<file path="src/rtl/raw_forward_buffer_pkg.sv">
`default_nettype none
// ============================================================================
// Module      : raw_forward_buffer_pkg
// Description : Shared types and helpers for the read-after-write forwarding
//               buffer. The burst size encoding is log2 of the byte count.
// Revision    : 1.0 - initial parametrised multi-entry release
// ============================================================================
package raw_forward_buffer_pkg;

    typedef enum logic [2:0] {
        ONE_BYTE      = 3'd0,
        TWO_BYTES     = 3'd1,
        FOUR_BYTES    = 3'd2,
        EIGHT_BYTES   = 3'd3,
        SIXTEEN_BYTES = 3'd4
    } burst_size_t;

    // Byte count of a burst; callers clamp to the data-path width.
    function automatic int unsigned burst_bytes(input burst_size_t size);
        return 32'd1 << size;
    endfunction

endpackage
`default_nettype wire

</file>
<file path="src/rtl/raw_forward_buffer_byte_rotator.sv">
`default_nettype none
// ============================================================================
// Module      : raw_forward_buffer_byte_rotator
// Description : Byte-granular rotator with a per-byte validity mask that is
//               rotated along with the data, followed by an output byte select.
//               Bytes whose rotated mask or select bit is clear come out zero.
//               Right mode: out[j] = in[(j+amt) mod N] (line -> request order).
//               Left mode : out[j] = in[(j-amt) mod N] (request -> line lanes).
// Revision    : 1.0 - initial release
// ============================================================================
module raw_forward_buffer_byte_rotator #(
    parameter int NBYTES      = 8,
    parameter bit ROTATE_LEFT = 1'b0
) (
    input  logic [NBYTES*8-1:0]       i_data,
    input  logic [NBYTES-1:0]         i_mask,
    input  logic [NBYTES-1:0]         i_sel,
    input  logic [$clog2(NBYTES)-1:0] i_amount,
    output logic [NBYTES*8-1:0]       o_data,
    output logic [NBYTES-1:0]         o_mask
);

    localparam int c_COL_BITS = $clog2(NBYTES);

    // One output byte per iteration; the source index wraps modulo NBYTES
    // because NBYTES is a power of two and the index is c_COL_BITS wide.
    for (genvar j = 0; j < NBYTES; j++) begin : g_byte
        logic [c_COL_BITS-1:0] w_src;
        logic                  w_keep;

        assign w_src  = ROTATE_LEFT ? (c_COL_BITS'(j) - i_amount)
                                    : (c_COL_BITS'(j) + i_amount);
        assign w_keep = i_mask[w_src] & i_sel[j];

        assign o_mask[j]         = w_keep;
        assign o_data[j*8 +: 8]  = w_keep ? i_data[{w_src, 3'b000} +: 8] : 8'h00;
    end

endmodule
`default_nettype wire

</file>
<file path="src/rtl/raw_forward_buffer.sv">
`default_nettype none
// ============================================================================
// Module      : raw_forward_buffer
// Description : Tracks the DEPTH most recent write-pool lines as byte-masked
//               entries (coalescing same-line writes, FIFO replacement) and
//               answers read requests with rotated forwarded data, a byte
//               mask and a full-hit flag through a single response register.
// Revision    : 1.0 - initial parametrised multi-entry release
// ============================================================================
module raw_forward_buffer
    import raw_forward_buffer_pkg::*;
#(
    parameter int ADDR_SIZE = 8,
    parameter int DATA_SIZE = 64,
    parameter int DEPTH     = 4
) (
    input  logic                       clk,
    input  logic                       rst,
    input  logic                       wr_valid,
    input  logic [ADDR_SIZE-1:0]       wr_addr,
    input  logic [DATA_SIZE-1:0]       wr_data,
    input  burst_size_t                wr_size,
    input  logic                       flush,
    input  logic                       rd_req_valid,
    output logic                       rd_req_ready,
    input  logic [ADDR_SIZE-1:0]       rd_addr,
    input  burst_size_t                rd_size,
    output logic                       rd_resp_valid,
    input  logic                       rd_resp_ready,
    output logic [DATA_SIZE-1:0]       rd_resp_data,
    output logic [DATA_SIZE/8-1:0]     rd_resp_mask,
    output logic                       rd_resp_hit,
    output logic [$clog2(DEPTH+1)-1:0] occupancy
);

    localparam int c_NBYTES    = DATA_SIZE / 8;
    localparam int c_COL_BITS  = $clog2(c_NBYTES);
    localparam int c_LINE_BITS = ADDR_SIZE - c_COL_BITS;
    localparam int c_OCC_BITS  = $clog2(DEPTH + 1);
    localparam int c_PTR_BITS  = (DEPTH > 1) ? $clog2(DEPTH) : 1;

    typedef struct packed {
        logic                   valid;
        logic [c_LINE_BITS-1:0] line;
        logic [c_NBYTES-1:0]    mask;
        logic [DATA_SIZE-1:0]   data;
    } raw_entry_t;

    // Low n byte-select bits for a burst, n clamped to the line width.
    function automatic logic [c_NBYTES-1:0] size_sel(input burst_size_t size);
        logic [c_NBYTES-1:0] sel;
        for (int unsigned i = 0; i < c_NBYTES; i++) begin
            sel[i] = (i < burst_bytes(size));
        end
        return sel;
    endfunction

    raw_entry_t             r_entries  [DEPTH];
    raw_entry_t             w_ent_next [DEPTH];
    logic [c_PTR_BITS-1:0]  r_wr_ptr;
    logic [c_PTR_BITS-1:0]  w_ptr_next;
    logic [c_OCC_BITS-1:0]  r_occ;
    logic [c_OCC_BITS-1:0]  w_occ_next;

    logic [c_LINE_BITS-1:0] w_wr_line;
    logic [c_COL_BITS-1:0]  w_wr_col;
    logic [c_NBYTES-1:0]    w_wr_sel;
    logic [DATA_SIZE-1:0]   w_wr_lane_data;
    logic [c_NBYTES-1:0]    w_wr_lane_mask;
    logic                   w_wr_hit;
    logic [c_PTR_BITS-1:0]  w_wr_idx;
    logic [c_PTR_BITS-1:0]  w_alloc_idx;
    logic                   w_alloc;

    logic [c_LINE_BITS-1:0] w_rd_line;
    logic [c_COL_BITS-1:0]  w_rd_col;
    logic [c_NBYTES-1:0]    w_rd_sel;
    logic                   w_rd_found;
    logic [DATA_SIZE-1:0]   w_rd_src_data;
    logic [c_NBYTES-1:0]    w_rd_src_mask;
    logic [DATA_SIZE-1:0]   w_rd_data;
    logic [c_NBYTES-1:0]    w_rd_mask;
    logic                   w_rd_hit;

    logic                   r_resp_valid;
    logic [DATA_SIZE-1:0]   r_resp_data;
    logic [c_NBYTES-1:0]    r_resp_mask;
    logic                   r_resp_hit;

    assign w_wr_line = wr_addr[ADDR_SIZE-1:c_COL_BITS];
    assign w_wr_col  = wr_addr[c_COL_BITS-1:0];
    assign w_wr_sel  = size_sel(wr_size);
    assign w_rd_line = rd_addr[ADDR_SIZE-1:c_COL_BITS];
    assign w_rd_col  = rd_addr[c_COL_BITS-1:0];
    assign w_rd_sel  = size_sel(rd_size);

    // Place write bytes onto their line lanes, wrapping inside the line.
    raw_forward_buffer_byte_rotator #(
        .NBYTES      (c_NBYTES),
        .ROTATE_LEFT (1'b1)
    ) u_wr_place (
        .i_data   (wr_data),
        .i_mask   (w_wr_sel),
        .i_sel    ({c_NBYTES{1'b1}}),
        .i_amount (w_wr_col),
        .o_data   (w_wr_lane_data),
        .o_mask   (w_wr_lane_mask)
    );

    // Next entry state: flush first, then coalesce or allocate the write.
    always_comb begin
        for (int e = 0; e < DEPTH; e++) begin
            w_ent_next[e] = r_entries[e];
            if (flush) begin
                w_ent_next[e].valid = 1'b0;
            end
        end

        w_wr_hit = 1'b0;
        w_wr_idx = '0;
        for (int e = 0; e < DEPTH; e++) begin
            if (w_ent_next[e].valid && (w_ent_next[e].line == w_wr_line)) begin
                w_wr_hit = 1'b1;
                w_wr_idx = c_PTR_BITS'(e);
            end
        end

        // Entries fill in slot order after a flush, so the write pointer is
        // both the next free slot and, once full, the oldest entry.
        w_alloc_idx = flush ? '0 : r_wr_ptr;
        w_alloc     = wr_valid && !w_wr_hit;
        w_ptr_next  = w_alloc_idx;
        w_occ_next  = flush ? '0 : r_occ;

        if (wr_valid && w_wr_hit) begin
            for (int b = 0; b < c_NBYTES; b++) begin
                if (w_wr_lane_mask[b]) begin
                    w_ent_next[w_wr_idx].data[b*8 +: 8] = w_wr_lane_data[b*8 +: 8];
                end
            end
            w_ent_next[w_wr_idx].mask = w_ent_next[w_wr_idx].mask | w_wr_lane_mask;
        end else if (w_alloc) begin
            w_ent_next[w_alloc_idx] = '{valid: 1'b1, line: w_wr_line,
                                        mask: w_wr_lane_mask, data: w_wr_lane_data};
            w_ptr_next = (w_alloc_idx == c_PTR_BITS'(DEPTH - 1)) ? '0 : w_alloc_idx + 1'b1;
            if (w_occ_next < c_OCC_BITS'(DEPTH)) begin
                w_occ_next = w_occ_next + 1'b1;
            end
        end
    end

    // Read lookup sees the post-write state so a same-cycle write is visible.
    always_comb begin
        w_rd_found    = 1'b0;
        w_rd_src_data = '0;
        w_rd_src_mask = '0;
        for (int e = 0; e < DEPTH; e++) begin
            if (w_ent_next[e].valid && (w_ent_next[e].line == w_rd_line)) begin
                w_rd_found    = 1'b1;
                w_rd_src_data = w_ent_next[e].data;
                w_rd_src_mask = w_ent_next[e].mask;
            end
        end
    end

    // Bring the requested column down to byte 0 and keep only requested bytes.
    raw_forward_buffer_byte_rotator #(
        .NBYTES      (c_NBYTES),
        .ROTATE_LEFT (1'b0)
    ) u_rd_extract (
        .i_data   (w_rd_src_data),
        .i_mask   (w_rd_src_mask),
        .i_sel    (w_rd_sel),
        .i_amount (w_rd_col),
        .o_data   (w_rd_data),
        .o_mask   (w_rd_mask)
    );

    assign w_rd_hit = w_rd_found && (w_rd_mask == w_rd_sel);

    // Entry table, replacement pointer and occupancy.
    always_ff @(posedge clk) begin
        if (rst) begin
            for (int e = 0; e < DEPTH; e++) begin
                r_entries[e] <= '0;
            end
            r_wr_ptr <= '0;
            r_occ    <= '0;
        end else begin
            for (int e = 0; e < DEPTH; e++) begin
                r_entries[e] <= w_ent_next[e];
            end
            r_wr_ptr <= w_ptr_next;
            r_occ    <= w_occ_next;
        end
    end

    // Single response register; a held response ignores later writes.
    always_ff @(posedge clk) begin
        if (rst) begin
            r_resp_valid <= 1'b0;
            r_resp_data  <= '0;
            r_resp_mask  <= '0;
            r_resp_hit   <= 1'b0;
        end else if (rd_req_ready) begin
            r_resp_valid <= rd_req_valid;
            if (rd_req_valid) begin
                r_resp_data <= w_rd_data;
                r_resp_mask <= w_rd_mask;
                r_resp_hit  <= w_rd_hit;
            end
        end
    end

    assign rd_req_ready  = !r_resp_valid || rd_resp_ready;
    assign rd_resp_valid = r_resp_valid;
    assign rd_resp_data  = r_resp_data;
    assign rd_resp_mask  = r_resp_mask;
    assign rd_resp_hit   = r_resp_hit;
    assign occupancy     = r_occ;

endmodule
`default_nettype wire

</file>
<file path="config.mk">
export PLATFORM = sky130hd
export DESIGN_NAME = raw_forward_buffer
export DESIGN_NICKNAME = d
export VERILOG_FILES = /design/src/rtl/raw_forward_buffer_pkg.sv /design/src/rtl/raw_forward_buffer_byte_rotator.sv /design/src/rtl/raw_forward_buffer.sv
export SDC_FILE = /design/constraint.sdc
export NUM_CORES = 2
export LEC_CHECK = 0
export ABC_AREA = 1
export CAP_MARGIN = 20
export CORE_MARGIN = 2
export CORE_UTILIZATION = 35
export DETAILED_ROUTE_END_ITERATION = 10
export PLACE_DENSITY = 0.63
export SYNTH_ARGS = -nofsm -noshare
export SYNTH_HDL_FRONTEND = slang
export SYNTH_SLANG_ARGS = --single-unit
</file>
<file path="constraint.sdc">
create_clock -name clk -period 10.82 [get_ports clk]
set_clock_uncertainty 0.05 [all_clocks]
set_input_delay 1.082 -clock clk [delete_from_list [all_inputs] [get_ports clk]]
set_output_delay 1.082 -clock clk [all_outputs]
set_load 0.01 [all_outputs]
</file>
==> reports/qor.yml <==
clock_tree:
  cts_tree: "done"
  cts_resized: 0
  clock_sinks: 391
  htree_levels: 2
  cts_max_path_buffers: 3
  insertion_delay_ns: 0.63
  numCtsBuffers: 49
  cts_hold_buf: 0
  cts_setup_buffers: 0
  cts-root-buf: "clkbuf_16"
  clk_pin_slew_ns: 0.06
timing:
  setup_tns_ns: 0
  worst_pin_slew_ns: 1.14
  fin_hold_ws_ns: 0.415
  slew_violations: 0
  fin_crit_sh_pct: 69.3
  hold_violations: 0
  fmax_mhz: 133
  rsz0062_at_grt: "no"
  setup_viol: 0
  relSlewSlack_pct: 24.1
  fin_crit_ns: 7.50
critical_path:
  cp_max_fo: 78
  cp-startpoint: "flush"
  path_buf_inv: 4
  slowest_delay_ns: 0.73
  crit_top_cell: "nand2_1"
  critical_path.startpoint_type: "input port"
  required_ns: 11.31
  cp_slowest_cell: "nand2_4"
  end_kind: "flip-flop"
  critPathTopFamily: "simple AND/OR/NAND/NOR gates"
  setup.worst_path.class: "in2reg"
  r2r_start: "r_entries[3][77]"
  critPathArrivalTime_ns: 7.99
logic_synthesis:
  synth_area_leaders: "dfxtp_1 (28%), nand2_1 (20%), o21ai_0 (14%)"
  yosysTopAreaCellShare_pct: 28.0
  ys.flop_type: "dfxtp_1"
  synthDistinctLibCells: 45
  yosys_warnings: 0
  syn_inst: 4771
  netlist_area_um2: 28000
  yosysSeqAreaShare_pct: 28.0
  synth_common_cells: "nand2_1 (1,456), o21ai_0 (784), nor2_1 (504)"
  synth-seq-cells: 391
  synth_edf_count: 0
  syn_nets: 4872
  avgSynthCellArea_um2: 5.86
  synth_most_common_cell: "nand2_1"
  yosysTopAreaCell: "dfxtp_1"
  async_reset_ff_share_pct: 0
die:
  io_pins: 170
  fp.dieH_um: 287
  coreArea_um2: 79000
  core.rowCount: 103
  die_x_um: 287
  start_util_pct: 35.4
  fp.dieArea_um2: 82200
routing:
  drt_iter0_markers: 3901
  ant_nets: 0
  drt_first_pass_iters: 7
  drc: 0
  wl_per_cell_um: 20.0
  viasPerCell: 5.65
  finalWirelength_mm: 116
  vias: 32800
finish:
  syn_to_final_growth_pct: 13.4
  layout.nets: 4806
  drive_gt1_share_pct: 4.07
hold_path:
  hold_path.class: "reg2reg"
  hp-start: "rd_resp_data[49]"
power:
  leakagePower_uw: 0.0123
  power_density_nw_per_um2: 129
  peakVddDrop_mv: 0.107
grt:
  grt_overflow: 0
  antenna_found_initial: 2
  grt_pass1_vias: 29500
  grt_max_degree: 214
  grtUsageTotal_pct: 27.5
  grt_first_pass_wirelength_mm: 177
run_status:
  outcome: "complete, no violations"
placed_design:
  dp_hpwl_mm: 77.9
  numPortBuffers: 169
  gp_congestion: 0.955
job:
  cap_violations: 0
-- final timing paths --
path,to,slack (ns),cells past startpoint
worst max register to register,rd_resp_data[37],4.08,26
worst min-delay path,rd_resp_data[49],0.41,2
worst max-delay path,rd_resp_data[37],3.32,26
worst min register to register,rd_resp_data[49],0.41,2
-- flip-flops by register name (all words and copies together) (netlist names) --
register and count:
r_entries 312, rd_resp_data 64, rd_resp_mask 8, occupancy 3, r_wr_ptr 2, rd_resp_hit 1
rd_resp_valid 1
-- worst min-delay path, cell delays in order, from the launching register on --
cell	delay [ns]
dfxtp_1	0.31
nand2_1	0.06
a21oi_1	0.05
-- routing by layer --
metal | share of wire [%] | GRT usage [%] | wire, um | vias to the layer above
li1 | - | - | - | 15700
met2 | 44 | 43.3 | 50900 | 1461
met5 | 0.012 | 0 | 14 | -
met3 | 8.3 | 5.77 | 9640 | 319
met4 | 7.6 | 18.1 | 8780 | 2
met1 | 40 | 33.8 | 46600 | 15200
-- cells by family (layout without fill, tap and decap cells) --
group / count (synthesis) / after routing / share of synthesized area (%)
AO/OA/AOI/OAI: 1335 / 1335 / 26.3
AND/OR/NAND/NOR: 2379 / 2379 / 34.8
flip-flops: 391 / 391 / 28.0
other: 0 / 2 / 0
buffers and inverters: 607 / 577 / 8.69
XOR/XNOR: 6 / 6 / 0.188
multiplexers: 44 / 44 / 1.58
adder cells (fa/ha/maj): 9 / 9 / 0.403
-- placed cells by master (no fill, tap or decap), drive strengths merged, types with 12 or more instances in the layout --
| cell type | netlist | final |
|---|---|---|
| nor2 | 512 | 512 |
| clkbuf | 217 | 74 |
| o22ai | 24 | 24 |
| o211ai | 186 | 186 |
| a21oi | 202 | 202 |
| nand3 | 324 | 324 |
| inv | 252 | 252 |
| buf | 128 | 62 |
| or2 | 12 | 12 |
| o21ai | 857 | 857 |
| nand2 | 1461 | 1461 |
| mux2i | 44 | 44 |
| o21a | 39 | 39 |
| clkinv | 10 | 19 |
| clkdlybuf4s50 | 0 | 166 |
| dfxtp | 391 | 391 |
| a21boi | 12 | 12 |
| nand3b | 52 | 52 |
-- power breakdown --
part           internal, uW  total [uW]  switching (uW)  leakage (uW)
logic                   249         864             616       0.00836
clock network           987        1700             710      0.000790
registers              1500        1530            30.5       0.00317
total                  2730        4090            1360        0.0123
-- per-stage QoR --
step / cells / util, % / power, uW / setup slack, ns / area [um2]
after floorplan: 4771 / - / 2080 / 6.27 / 28000
after global placement: 5696 / 38.0 / 2390 / 2.64 / 30000
after detailed placement: 5697 / 38.0 / 2390 / 2.99 / 30000
after CTS: 5784 / 40.0 / 4070 / 3.60 / 31600
after global routing: 5791 / 40.1 / 4240 / 3.10 / 31700
final: 5793 / 40.1 / 4090 / 3.32 / 31700
-- cell type report --
class	count	area [um2]
fill	8499	47300
multi-input combinational	3773	17800
sequential	391	7830
timing repair buffer	228	2210
clock buffer	74	1440
tap	1050	1310
inverter	262	992
clock inverter	13	169
antenna	2	5.00
Note: power is estimated with default switching activity, not from simulation.
